<file path="src/rtl/pll_phase_stepper_if.sv">
// -----------------------------------------------------------------------------
// pll_phase_stepper_if
// Command-side bus between the command decoder and the PLL phase stepper.
//   update        request strobe (accepted only while busy = 0)
//   cnt_sel       0..NCNT-1 selects Ck, 7 selects all counters
//   phase_target  absolute target phase in PLL step units
//   do_areset     pulse PLL areset (and clear trackers) before stepping
//   pll_clksrc    requested PLL input clock (0 = inclk0, 1 = inclk1)
//   rd_sel        tracker readback select
//   rd_phase      registered tracker readback
//   busy/done/err request status back to the command side
// master = command decoder, slave = phase stepper.
// -----------------------------------------------------------------------------
interface pll_phase_stepper_if #(
    parameter int PHASE_W = 8
) ();
    logic               update;
    logic [2:0]         cnt_sel;
    logic [PHASE_W-1:0] phase_target;
    logic               do_areset;
    logic               pll_clksrc;
    logic [2:0]         rd_sel;
    logic [PHASE_W-1:0] rd_phase;
    logic               busy;
    logic               done;
    logic               err;

    modport master (
        output update, cnt_sel, phase_target, do_areset, pll_clksrc, rd_sel,
        input  rd_phase, busy, done, err
    );

    modport slave (
        input  update, cnt_sel, phase_target, do_areset, pll_clksrc, rd_sel,
        output rd_phase, busy, done, err
    );
endinterface

</file>
<file path="src/rtl/pll_phase_stepper.sv">
// -----------------------------------------------------------------------------
// pll_phase_stepper
// Dynamic-phase controller for a Cyclone-III-style PLL. Accepts "set counter k
// to absolute phase N" requests, tracks the phase offset of every output
// counter, and drives the PLL phasestep/scanclk protocol along the shortest
// signed path. Optionally pulses areset and clkswitch before stepping.
// Ports:
//   i_clk, i_reset          system clock, synchronous active-high reset
//   io_cmd                  command bus (pll_phase_stepper_if.slave)
//   i_phase_done            PLL phasedone (asynchronous, synchronised here)
//   o_areset, o_clkswitch   PLL reset / input clock switchover
//   o_phasestep, o_scanclk  PLL dynamic-phase step and scan clock
//   o_phaseupdown           step direction (1 = up)
//   o_phasecounterselect    PLL counter select (000 all, 010 C0 .. 110 C4)
// -----------------------------------------------------------------------------
module pll_phase_stepper #(
    parameter int NCNT        = 5,
    parameter int PHASE_W     = 8,
    parameter int DIV         = 16,
    parameter int ARESET_CYC  = 8,
    parameter int CLKSW_CYC   = 8,
    parameter int STEP_TOG    = 6,
    parameter int TIMEOUT_TOG = 108
) (
    input  logic                 i_clk,
    input  logic                 i_reset,
    pll_phase_stepper_if.slave   io_cmd,
    input  logic                 i_phase_done,
    output logic                 o_areset,
    output logic                 o_clkswitch,
    output logic                 o_phasestep,
    output logic                 o_scanclk,
    output logic                 o_phaseupdown,
    output logic [2:0]           o_phasecounterselect
);
    typedef enum logic [2:0] {
        S_IDLE, S_ARESET, S_SRC, S_CLKSW, S_CALC, S_STEP, S_ONEPHASE, S_FINISH
    } state_t;

    localparam logic [2:0]         SEL_ALL = 3'd7;
    localparam logic [2:0]         NCNT_3  = 3'(NCNT);
    localparam logic [PHASE_W-1:0] ZERO_PH = {PHASE_W{1'b0}};
    localparam logic [PHASE_W-1:0] ONE_PH  = {{(PHASE_W-1){1'b0}}, 1'b1};

    state_t             r_state, w_state;
    logic [2:0]         r_sel, w_sel;
    logic [PHASE_W-1:0] r_target, w_target;
    logic               r_clksrc, w_clksrc;
    logic               r_cur_src, w_cur_src;
    logic [15:0]        r_cnt, w_cnt;       // hold-cycle count, reused as scanclk divider
    logic [15:0]        r_tog, w_tog;       // scanclk toggles in the current step
    logic [PHASE_W-1:0] r_n, w_n;           // steps remaining
    logic               r_dir, w_dir;
    logic [PHASE_W-1:0] r_trk [NCNT];
    logic [PHASE_W-1:0] w_trk [NCNT];
    logic               r_areset, w_areset;
    logic               r_clkswitch, w_clkswitch;
    logic               r_phasestep, w_phasestep;
    logic               r_scanclk, w_scanclk;
    logic               r_phaseupdown, w_phaseupdown;
    logic [2:0]         r_pcs, w_pcs;
    logic               r_busy, w_busy;
    logic               r_done, w_done;
    logic               r_err, w_err;
    logic [PHASE_W-1:0] r_rd_phase, w_rd_val;
    logic               r_pd_meta, r_pd_sync;

    logic               w_sel_ok;
    logic [2:0]         w_ref_idx;
    logic [PHASE_W-1:0] w_ref_val;
    logic [PHASE_W-1:0] w_diff;
    logic [PHASE_W-1:0] w_mag;
    logic [15:0]        w_tog_inc;
    logic               w_div_end;

    // Two-flop synchroniser for the asynchronous PLL phasedone
    always_ff @(posedge i_clk) begin
        if (i_reset) begin
            r_pd_meta <= 1'b0;
            r_pd_sync <= 1'b0;
        end else begin
            r_pd_meta <= i_phase_done;
            r_pd_sync <= r_pd_meta;
        end
    end

    // Tracker readback mux and shortest-path distance for the reference counter
    always_comb begin
        w_rd_val  = ZERO_PH;
        w_ref_val = ZERO_PH;
        w_ref_idx = (r_sel == SEL_ALL) ? 3'd0 : r_sel;
        for (int k = 0; k < NCNT; k++) begin
            if (io_cmd.rd_sel == 3'(k)) begin
                w_rd_val = r_trk[k];
            end else begin
                w_rd_val = w_rd_val;
            end
            if (w_ref_idx == 3'(k)) begin
                w_ref_val = r_trk[k];
            end else begin
                w_ref_val = w_ref_val;
            end
        end
        w_diff    = r_target - w_ref_val;
        // MSB set means going down is shorter (or equal at the half-way point)
        w_mag     = w_diff[PHASE_W-1] ? (ZERO_PH - w_diff) : w_diff;
        w_sel_ok  = (io_cmd.cnt_sel < NCNT_3) || (io_cmd.cnt_sel == SEL_ALL);
        w_tog_inc = r_tog + 16'd1;
        w_div_end = (r_cnt == 16'(DIV - 1));
    end

    // Next-state and next-output logic
    always_comb begin
        w_state       = r_state;
        w_sel         = r_sel;
        w_target      = r_target;
        w_clksrc      = r_clksrc;
        w_cur_src     = r_cur_src;
        w_cnt         = r_cnt;
        w_tog         = r_tog;
        w_n           = r_n;
        w_dir         = r_dir;
        w_areset      = r_areset;
        w_clkswitch   = r_clkswitch;
        w_phasestep   = r_phasestep;
        w_scanclk     = r_scanclk;
        w_phaseupdown = r_phaseupdown;
        w_pcs         = r_pcs;
        w_busy        = r_busy;
        w_done        = 1'b0;
        w_err         = r_err;
        for (int k = 0; k < NCNT; k++) begin
            w_trk[k] = r_trk[k];
        end

        case (r_state)
            S_IDLE: begin
                // busy can still be high here for the done cycle; requests then are ignored
                if (io_cmd.update && !r_busy) begin
                    w_sel    = io_cmd.cnt_sel;
                    w_target = io_cmd.phase_target;
                    w_clksrc = io_cmd.pll_clksrc;
                    w_busy   = 1'b1;
                    w_err    = 1'b0;
                    if (!w_sel_ok) begin
                        w_err   = 1'b1;
                        w_state = S_IDLE;
                    end else if (io_cmd.do_areset) begin
                        w_areset = 1'b1;
                        w_cnt    = 16'd0;
                        w_state  = S_ARESET;
                    end else begin
                        w_state = S_SRC;
                    end
                end else begin
                    w_busy = 1'b0;
                end
            end
            S_ARESET: begin
                if (r_cnt == 16'(ARESET_CYC - 1)) begin
                    w_areset = 1'b0;
                    for (int k = 0; k < NCNT; k++) begin
                        w_trk[k] = ZERO_PH;
                    end
                    w_state = S_SRC;
                end else begin
                    w_cnt = r_cnt + 16'd1;
                end
            end
            S_SRC: begin
                if (r_clksrc != r_cur_src) begin
                    w_clkswitch = 1'b1;
                    w_cnt       = 16'd0;
                    w_state     = S_CLKSW;
                end else begin
                    w_state = S_CALC;
                end
            end
            S_CLKSW: begin
                if (r_cnt == 16'(CLKSW_CYC - 1)) begin
                    w_clkswitch = 1'b0;
                    w_cur_src   = ~r_cur_src;
                    w_state     = S_CALC;
                end else begin
                    w_cnt = r_cnt + 16'd1;
                end
            end
            S_CALC: begin
                w_dir = ~w_diff[PHASE_W-1];
                w_n   = w_mag;
                if (w_mag == ZERO_PH) begin
                    w_state = S_FINISH;
                end else begin
                    w_state = S_STEP;
                end
            end
            S_STEP: begin
                w_pcs         = (r_sel == SEL_ALL) ? 3'b000 : (r_sel + 3'd2);
                w_phaseupdown = r_dir;
                w_scanclk     = 1'b0;
                w_phasestep   = 1'b1;
                w_cnt         = 16'd0;
                w_tog         = 16'd0;
                w_state       = S_ONEPHASE;
            end
            S_ONEPHASE: begin
                if (w_div_end) begin
                    w_cnt     = 16'd0;
                    w_scanclk = ~r_scanclk;
                    w_tog     = w_tog_inc;
                    if (w_tog_inc == 16'(STEP_TOG)) begin
                        w_phasestep = 1'b0;
                    end else begin
                        w_phasestep = r_phasestep;
                    end
                    // phasedone is only trusted from the 8th toggle on
                    if ((w_tog_inc >= 16'd8) && r_pd_sync) begin
                        for (int k = 0; k < NCNT; k++) begin
                            if ((r_sel == SEL_ALL) || (r_sel == 3'(k))) begin
                                w_trk[k] = r_dir ? (r_trk[k] + ONE_PH) : (r_trk[k] - ONE_PH);
                            end else begin
                                w_trk[k] = r_trk[k];
                            end
                        end
                        w_n = r_n - ONE_PH;
                        if (r_n == ONE_PH) begin
                            w_scanclk   = 1'b0;
                            w_phasestep = 1'b0;
                            w_state     = S_FINISH;
                        end else begin
                            w_state = S_STEP;
                        end
                    end else if (w_tog_inc == 16'(TIMEOUT_TOG)) begin
                        w_err       = 1'b1;
                        w_scanclk   = 1'b0;
                        w_phasestep = 1'b0;
                        w_state     = S_FINISH;
                    end else begin
                        w_state = S_ONEPHASE;
                    end
                end else begin
                    w_cnt = r_cnt + 16'd1;
                end
            end
            S_FINISH: begin
                w_scanclk   = 1'b0;
                w_phasestep = 1'b0;
                w_done      = ~r_err;
                // busy stays up through the done cycle, dropped from IDLE
                w_busy      = 1'b1;
                w_state     = S_IDLE;
            end
            default: begin
                w_state = S_IDLE;
            end
        endcase
    end

    // State and output registers
    always_ff @(posedge i_clk) begin
        if (i_reset) begin
            r_state       <= S_IDLE;
            r_sel         <= 3'd0;
            r_target      <= ZERO_PH;
            r_clksrc      <= 1'b0;
            r_cur_src     <= 1'b0;
            r_cnt         <= 16'd0;
            r_tog         <= 16'd0;
            r_n           <= ZERO_PH;
            r_dir         <= 1'b1;
            r_areset      <= 1'b0;
            r_clkswitch   <= 1'b0;
            r_phasestep   <= 1'b0;
            r_scanclk     <= 1'b0;
            r_phaseupdown <= 1'b1;
            r_pcs         <= 3'b010;
            r_busy        <= 1'b0;
            r_done        <= 1'b0;
            r_err         <= 1'b0;
            for (int k = 0; k < NCNT; k++) begin
                r_trk[k] <= ZERO_PH;
            end
        end else begin
            r_state       <= w_state;
            r_sel         <= w_sel;
            r_target      <= w_target;
            r_clksrc      <= w_clksrc;
            r_cur_src     <= w_cur_src;
            r_cnt         <= w_cnt;
            r_tog         <= w_tog;
            r_n           <= w_n;
            r_dir         <= w_dir;
            r_areset      <= w_areset;
            r_clkswitch   <= w_clkswitch;
            r_phasestep   <= w_phasestep;
            r_scanclk     <= w_scanclk;
            r_phaseupdown <= w_phaseupdown;
            r_pcs         <= w_pcs;
            r_busy        <= w_busy;
            r_done        <= w_done;
            r_err         <= w_err;
            for (int k = 0; k < NCNT; k++) begin
                r_trk[k] <= w_trk[k];
            end
        end
    end

    // Registered tracker readback
    always_ff @(posedge i_clk) begin
        if (i_reset) begin
            r_rd_phase <= ZERO_PH;
        end else begin
            r_rd_phase <= w_rd_val;
        end
    end

    assign io_cmd.rd_phase      = r_rd_phase;
    assign io_cmd.busy          = r_busy;
    assign io_cmd.done          = r_done;
    assign io_cmd.err           = r_err;
    assign o_areset             = r_areset;
    assign o_clkswitch          = r_clkswitch;
    assign o_phasestep          = r_phasestep;
    assign o_scanclk            = r_scanclk;
    assign o_phaseupdown        = r_phaseupdown;
    assign o_phasecounterselect = r_pcs;
endmodule
</file>
<file path="src/flat_wrapper.sv">
// flat-port wrapper written by rule: the top's interface ports become plain ports
module pll_phase_stepper_flat 
#(
    parameter int NCNT        = 5,
    parameter int PHASE_W     = 8,
    parameter int DIV         = 16,
    parameter int ARESET_CYC  = 8,
    parameter int CLKSW_CYC   = 8,
    parameter int STEP_TOG    = 6,
    parameter int TIMEOUT_TOG = 108
)
  (i_clk, i_reset, i_phase_done, o_areset, o_clkswitch, o_phasestep, o_scanclk, o_phaseupdown, o_phasecounterselect, io_cmd_update, io_cmd_cnt_sel, io_cmd_phase_target, io_cmd_do_areset, io_cmd_pll_clksrc, io_cmd_rd_sel, io_cmd_rd_phase, io_cmd_busy, io_cmd_done, io_cmd_err);
  pll_phase_stepper_if #(.PHASE_W(PHASE_W)) io_cmd_i ();
  input  logic i_clk;
  input  logic i_reset;
  input  logic i_phase_done;
  output logic o_areset;
  output logic o_clkswitch;
  output logic o_phasestep;
  output logic o_scanclk;
  output logic o_phaseupdown;
  output logic [2:0] o_phasecounterselect;
  input wire logic [$bits(io_cmd_i.update)-1:0] io_cmd_update;
  input wire logic [$bits(io_cmd_i.cnt_sel)-1:0] io_cmd_cnt_sel;
  input wire logic [$bits(io_cmd_i.phase_target)-1:0] io_cmd_phase_target;
  input wire logic [$bits(io_cmd_i.do_areset)-1:0] io_cmd_do_areset;
  input wire logic [$bits(io_cmd_i.pll_clksrc)-1:0] io_cmd_pll_clksrc;
  input wire logic [$bits(io_cmd_i.rd_sel)-1:0] io_cmd_rd_sel;
  output wire logic [$bits(io_cmd_i.rd_phase)-1:0] io_cmd_rd_phase;
  output wire logic [$bits(io_cmd_i.busy)-1:0] io_cmd_busy;
  output wire logic [$bits(io_cmd_i.done)-1:0] io_cmd_done;
  output wire logic [$bits(io_cmd_i.err)-1:0] io_cmd_err;
  assign io_cmd_i.update = io_cmd_update;
  assign io_cmd_i.cnt_sel = io_cmd_cnt_sel;
  assign io_cmd_i.phase_target = io_cmd_phase_target;
  assign io_cmd_i.do_areset = io_cmd_do_areset;
  assign io_cmd_i.pll_clksrc = io_cmd_pll_clksrc;
  assign io_cmd_i.rd_sel = io_cmd_rd_sel;
  assign io_cmd_rd_phase = io_cmd_i.rd_phase;
  assign io_cmd_busy = io_cmd_i.busy;
  assign io_cmd_done = io_cmd_i.done;
  assign io_cmd_err = io_cmd_i.err;
  pll_phase_stepper #(.NCNT(NCNT), .PHASE_W(PHASE_W), .DIV(DIV), .ARESET_CYC(ARESET_CYC), .CLKSW_CYC(CLKSW_CYC), .STEP_TOG(STEP_TOG), .TIMEOUT_TOG(TIMEOUT_TOG)) u_core (.i_clk(i_clk), .i_reset(i_reset), .io_cmd(io_cmd_i), .i_phase_done(i_phase_done), .o_areset(o_areset), .o_clkswitch(o_clkswitch), .o_phasestep(o_phasestep), .o_scanclk(o_scanclk), .o_phaseupdown(o_phaseupdown), .o_phasecounterselect(o_phasecounterselect));
endmodule
</file>
<file path="config.mk">
export PLATFORM = sky130hd
export DESIGN_NAME = pll_phase_stepper_flat
export DESIGN_NICKNAME = d
export VERILOG_FILES = /design/src/rtl/pll_phase_stepper_if.sv /design/src/rtl/pll_phase_stepper.sv /design/src/flat_wrapper.sv
export SDC_FILE = /design/constraint.sdc
export NUM_CORES = 1
export LEC_CHECK = 0
export CAP_MARGIN = 20
export CORE_MARGIN = 2
export CORE_UTILIZATION = 25
export DETAILED_ROUTE_END_ITERATION = 8
export DONT_BUFFER_PORTS = 1
export HOLD_SLACK_MARGIN = 0.06
export PLACE_DENSITY_LB_ADDON = 0.12
export SETUP_SLACK_MARGIN = 0.05
export SYNTH_ARGS = -nofsm -noshare
export SYNTH_HDL_FRONTEND = slang
export SYNTH_SLANG_ARGS = --single-unit
</file>
<file path="constraint.sdc">
create_clock -name i_clk -period 5.1 [get_ports i_clk]
set_input_delay 0.51 -clock i_clk [delete_from_list [all_inputs] [get_ports i_clk]]
set_output_delay 0.51 -clock i_clk [all_outputs]
set_load 0.02 [all_outputs]
</file>
==> results.json, run 1 <==
{
  "fin_area_mm2": 0.00893,
  "critPathBufInv": 1,
  "antenna_found_initial": 1,
  "avgSynthCellArea_um2": 7.89,
  "synthFlopType": "dfxtp_1",
  "io_pins": 39,
  "skew_ns": 0.0127,
  "start_kind": "flop",
  "synth-xor-area-share_pct": 6.60,
  "diodes": 0,
  "r2r_start": "u_core.r_sel[0]",
  "clkSlewWorstSetupHoldPaths_ns": 0.06,
  "pwr-share-comb_pct": 40.1,
  "grt_max_degree": 65,
  "first_pass_iters": 5,
  "netlist_instances": 1010,
  "first_global_vias": 7011,
  "cts-htree-levels": 4,
  "setup_tns_ns": 0,
  "max_cap_violations": 0,
  "leakage_nw": 3.17,
  "insertion_delay_ns": 0.43,
  "p_per_area_mw_per_mm2": 436,
  "critPathCaptureType": "flop",
  "clock_sinks": 118,
  "crit_arrival_ns": 4.82,
  "power_switching_share_pct": 39.4,
  "synth_cell_types": 81,
  "synthSimpleGateAreaFrac_pct": 24.1,
  "path_delay_family": "simple AND/OR/NAND/NOR gates",
  "synthMuxAreaShare_pct": 1.68,
  "clockBufferDepth": 2,
  "crit_fanout": 13,
  "grtUsageTotal_pct": 15.5,
  "synth_edf_count": 0,
  "crit_path_max_incr_delay_ns": 0.46,
  "cp_num_cells": 15,
  "drc": 0,
  "final_max_slew_viol_count": 0,
  "yosysSeqAreaShare_pct": 29.7,
  "rr_worst_depth": 15,
  "cts_tree": "done",
  "wire_per_inst_um": 17.9,
  "postCtsHoldBufs": 0,
  "ctsRootBufferMaster": "clkbuf_16",
  "crit_required_ns": 5.43,
  "core-area_mm2": 0.0315,
  "syn_to_final_growth_pct": 12.1,
  "grt_pass1_wl_um": 40000,
  "rrSetupSlack_ns": 0.60,
  "layout-drive-gt1-share_pct": 7.01,
  "crit_start": "u_core.r_sel[0]",
  "ir_drop_mv": 0.247,
  "gp_congestion": 0.788,
  "gr-total-overflow": 0,
  "rsz0062_at_grt": "false",
  "cts_setup_buffers": 0,
  "post-route-min-period_ns": 4.50,
  "path_cells": "or3_1, nand2_1, a21oi_1, o21bai_1, a222oi_1, ha_1, inv_1, fa_1, xnor2_1, and3_1, nor3b_1, nand3_1, o22ai_1, o221ai_1, a221oi_1",
  "nNetsFinal": 1058,
  "slowest_stage": "or3_1",
  "n_fill_cell": 3374,
  "synth_top_family_by_area": "compound AO/OA/AOI/OAI gates",
  "power_frac_seq_pct": 27.8,
  "portBuffers": 0,
  "initial_core_util_pct": 25.3,
  "final-setup-viol-count": 0,
  "final_hold_viol_count": 0,
  "cts_made_buffers": 17,
  "clkPwrFrac_pct": 32.2,
  "rows": 65,
  "async_reset_ff_share_pct": 0,
  "synth_nets": 1081,
  "syn-cell-area_mm2": 0.00797,
  "yosys_warnings": 0,
  "die_w_um": 183,
  "synth-compound-area-share_pct": 24.9,
  "worst_pin_slew_ns": 1.07,
  "dpl-instance-area_mm2": 0.00833,
  "p_switching_w": 0.00153,
  "routed_wl_um": 25000,
  "num_vias": 7212,
  "status": "finished, final reports clean",
  "relSlewSlack_pct": 28.1,
  "cp-endpoint": "u_core.r_state[1]",
  "synthAdderAreaFrac_pct": 8.58,
  "via_per_inst": 5.15,
  "synth_seq_cells": 118,
  "ctsResizeCount": 0,
  "clock.fmax_ghz": 0.222,
  "die-area_mm2": 0.0333,
  "r2r-end": "u_core.r_state[1]",
  "hpwl_um": 18100,
  "hold_class": "input port to flop",
  "drtIter0Drc": 478,
  "fin_crit_sh_pct": 88.2,
  "ant_nets": 0,
  "intPower_w": 0.00236,
  "crit_type": "flop to flop",
  "die_y_um": 183
}
[worst min-delay path by stage]
stage / start / to / slack [ns] / depth (start not counted)
floorplan: u_core.r_pd_meta / u_core.r_pd_sync / 0.41 / 1
global placement: u_core.r_cnt[1] / u_core.r_cnt[1] / 0.45 / 2
detailed placement: u_core.r_n[7] / u_core.r_n[7] / 0.46 / 2
CTS: i_reset / u_core.io_cmd.rd_phase[3] / 0.13 / 1
global route: i_reset / u_core.r_pd_meta / 0.14 / 1
finish: i_reset / u_core.r_pd_meta / 0.16 / 1
[power groups by stage]
stage | registers, W | clock network, W | logic, W
final | 0.00108 | 0.00125 | 0.00156
after global routing | 0.00109 | 0.00134 | 0.00176
after CTS | 0.00108 | 0.00129 | 0.00157
after detailed placement | 0.00110 | 0 | 0.00157
after global placement | 0.00110 | 0 | 0.00158
after floorplan | 0.00107 | 0 | 0.00123
[flip-flops by register name (all words and copies together), names as in the netlist, 3 cells and up]
| name | flops |
|---|---|
| u_core.io_cmd.rd_phase | 8 |
| u_core.o_phasecounterselect | 3 |
| u_core.r_cnt | 16 |
| u_core.r_n | 8 |
| u_core.r_sel | 3 |
| u_core.r_state | 3 |
| u_core.r_target | 8 |
| u_core.r_tog | 16 |
| u_core.r_trk | 40 |
[synthesized netlist by cell type (4+ instances only)]
cell / n / area share (%)
o21ai_0: 59 / 3.7
nor4_1: 9 / 0.71
o211ai_1: 8 / 0.75
o21bai_1: 5 / 0.47
inv_1: 27 / 1.3
a22oi_1: 6 / 0.57
nor4b_1: 4 / 0.44
o41ai_1: 4 / 0.44
nor3_1: 25 / 1.6
nand2_1: 103 / 4.9
a21o_1: 10 / 0.94
xnor2_1: 24 / 2.6
and3_1: 10 / 0.79
nor2_1: 92 / 4.3
o21a_1: 8 / 0.75
a221oi_1: 5 / 0.55
nand2b_1: 9 / 0.71
nand4_1: 11 / 0.86
buf_1: 6 / 0.28
nor2b_1: 13 / 1.0
or3_1: 13 / 1.0
a211oi_1: 9 / 0.85
a31oi_1: 12 / 0.94
or4_1: 4 / 0.38
ha_1: 45 / 7.1
buf_2: 13 / 0.82
a311oi_1: 5 / 0.55
nand3_1: 67 / 4.2
o31ai_1: 39 / 3.7
dfxtp_1: 118 / 30
nand3b_1: 5 / 0.47
mux2i_1: 10 / 1.3
a221o_1: 4 / 0.50
fa_1: 6 / 1.5
o22ai_1: 4 / 0.31
and2_1: 7 / 0.55
clkbuf_1: 33 / 1.6
xor2_1: 36 / 4.0
a21oi_1: 81 / 5.1
[routing by layer]
metal	vias up	routed length, um	global-route usage, %
li1	3659	-	-
met1	3405	12000	20.2
met2	124	11700	25.6
met3	24	864	2.93
met4	0	445	5.26
met5	-	0	0
[kinds of logic after synthesis]
kind of cell             count (synthesis)
flip-flops                             118
multiplexers                            12
AO/OA/AOI/OAI                          293
XOR/XNOR                                60
buffers and inverters                   86
AND/OR/NAND/NOR                        390
adder cells (fa/ha/maj)                 51
[layout make-up]
class | instances | area [um^2] | share of cell area, %
Timing Repair Buffer | 13 | 97.6 | 1.09
Sequential cell | 118 | 2360 | 26.5
Clock inverter | 9 | 125 | 1.40
Clock buffer | 22 | 474 | 5.31
Inverter | 31 | 116 | 1.30
Tap cell | 402 | 503 | 5.63
Multi-Input combinational cell | 806 | 5250 | 58.8
[through the flow]
stage          total power (W)  cells  hold slack [ns]  setup slack (ns)  util [%]
5_1_grt                0.00418   1401            0.138            0.0915      28.4
4_1_cts                0.00395   1401            0.131             0.589      28.4
3_3_place_gp           0.00268   1370            0.451             0.683      26.5
2_1_floorplan          0.00230   1010            0.414              1.17         -
3_5_place_dp           0.00267   1370            0.458             0.607      26.5
6_report               0.00389   1401            0.161             0.602      28.4
[layout by cell type (no fill, tap or decap), types with 5 or more instances in the layout]
master,count
nor2_1,92
o21a_1,8
a311oi_1,5
nor2b_1,13
ha_1,45
a221oi_1,5
o31ai_1,39
fa_1,6
and3_1,10
dfxtp_1,118
buf_4,13
or3_1,13
a31oi_1,12
a211oi_1,9
o21ai_0,59
xnor2_1,24
a21o_1,10
inv_1,27
xor2_1,36
a21oi_1,81
nor4_1,9
nor3_1,24
nand2b_1,9
nand3b_1,5
a22oi_1,6
clkbuf_16,17
nand2_1,103
mux2i_1,10
nand4_1,11
nand3_1,67
o211ai_1,8
o21bai_1,5
and2_1,7
Note: power is estimated with default switching activity, not from simulation.
==> run 2, diff against run 1 <==
--- a/config.mk
+++ b/config.mk
@@ -8,6 +8,7 @@
 export CAP_MARGIN = 20
 export CORE_MARGIN = 2
 export CORE_UTILIZATION = 25
+export CTS_CLUSTER_SIZE = 40
 export DETAILED_ROUTE_END_ITERATION = 8
 export DONT_BUFFER_PORTS = 1
 export HOLD_SLACK_MARGIN = 0.06
==> results of run 2 <==
The final DEF is identical to that of run 1; final timing and power are the same.
==> run 3, diff against run 2 <==
==> constraint.sdc (replaced) <==
create_clock -name i_clk -period 5.1 [get_ports i_clk]
set_input_delay 1.02 -clock i_clk [delete_from_list [all_inputs] [get_ports i_clk]]
set_output_delay 1.02 -clock i_clk [all_outputs]
set_load 0.02 [all_outputs]
==> results of run 3 <==
Same layout as run 1 (identical final DEF). Status: finished, final reports clean.
Main changes from that run: hold slack 0.161 ns -> 0.467 ns; end point of the worst hold path u_core.r_pd_meta -> u_core.r_target[6]
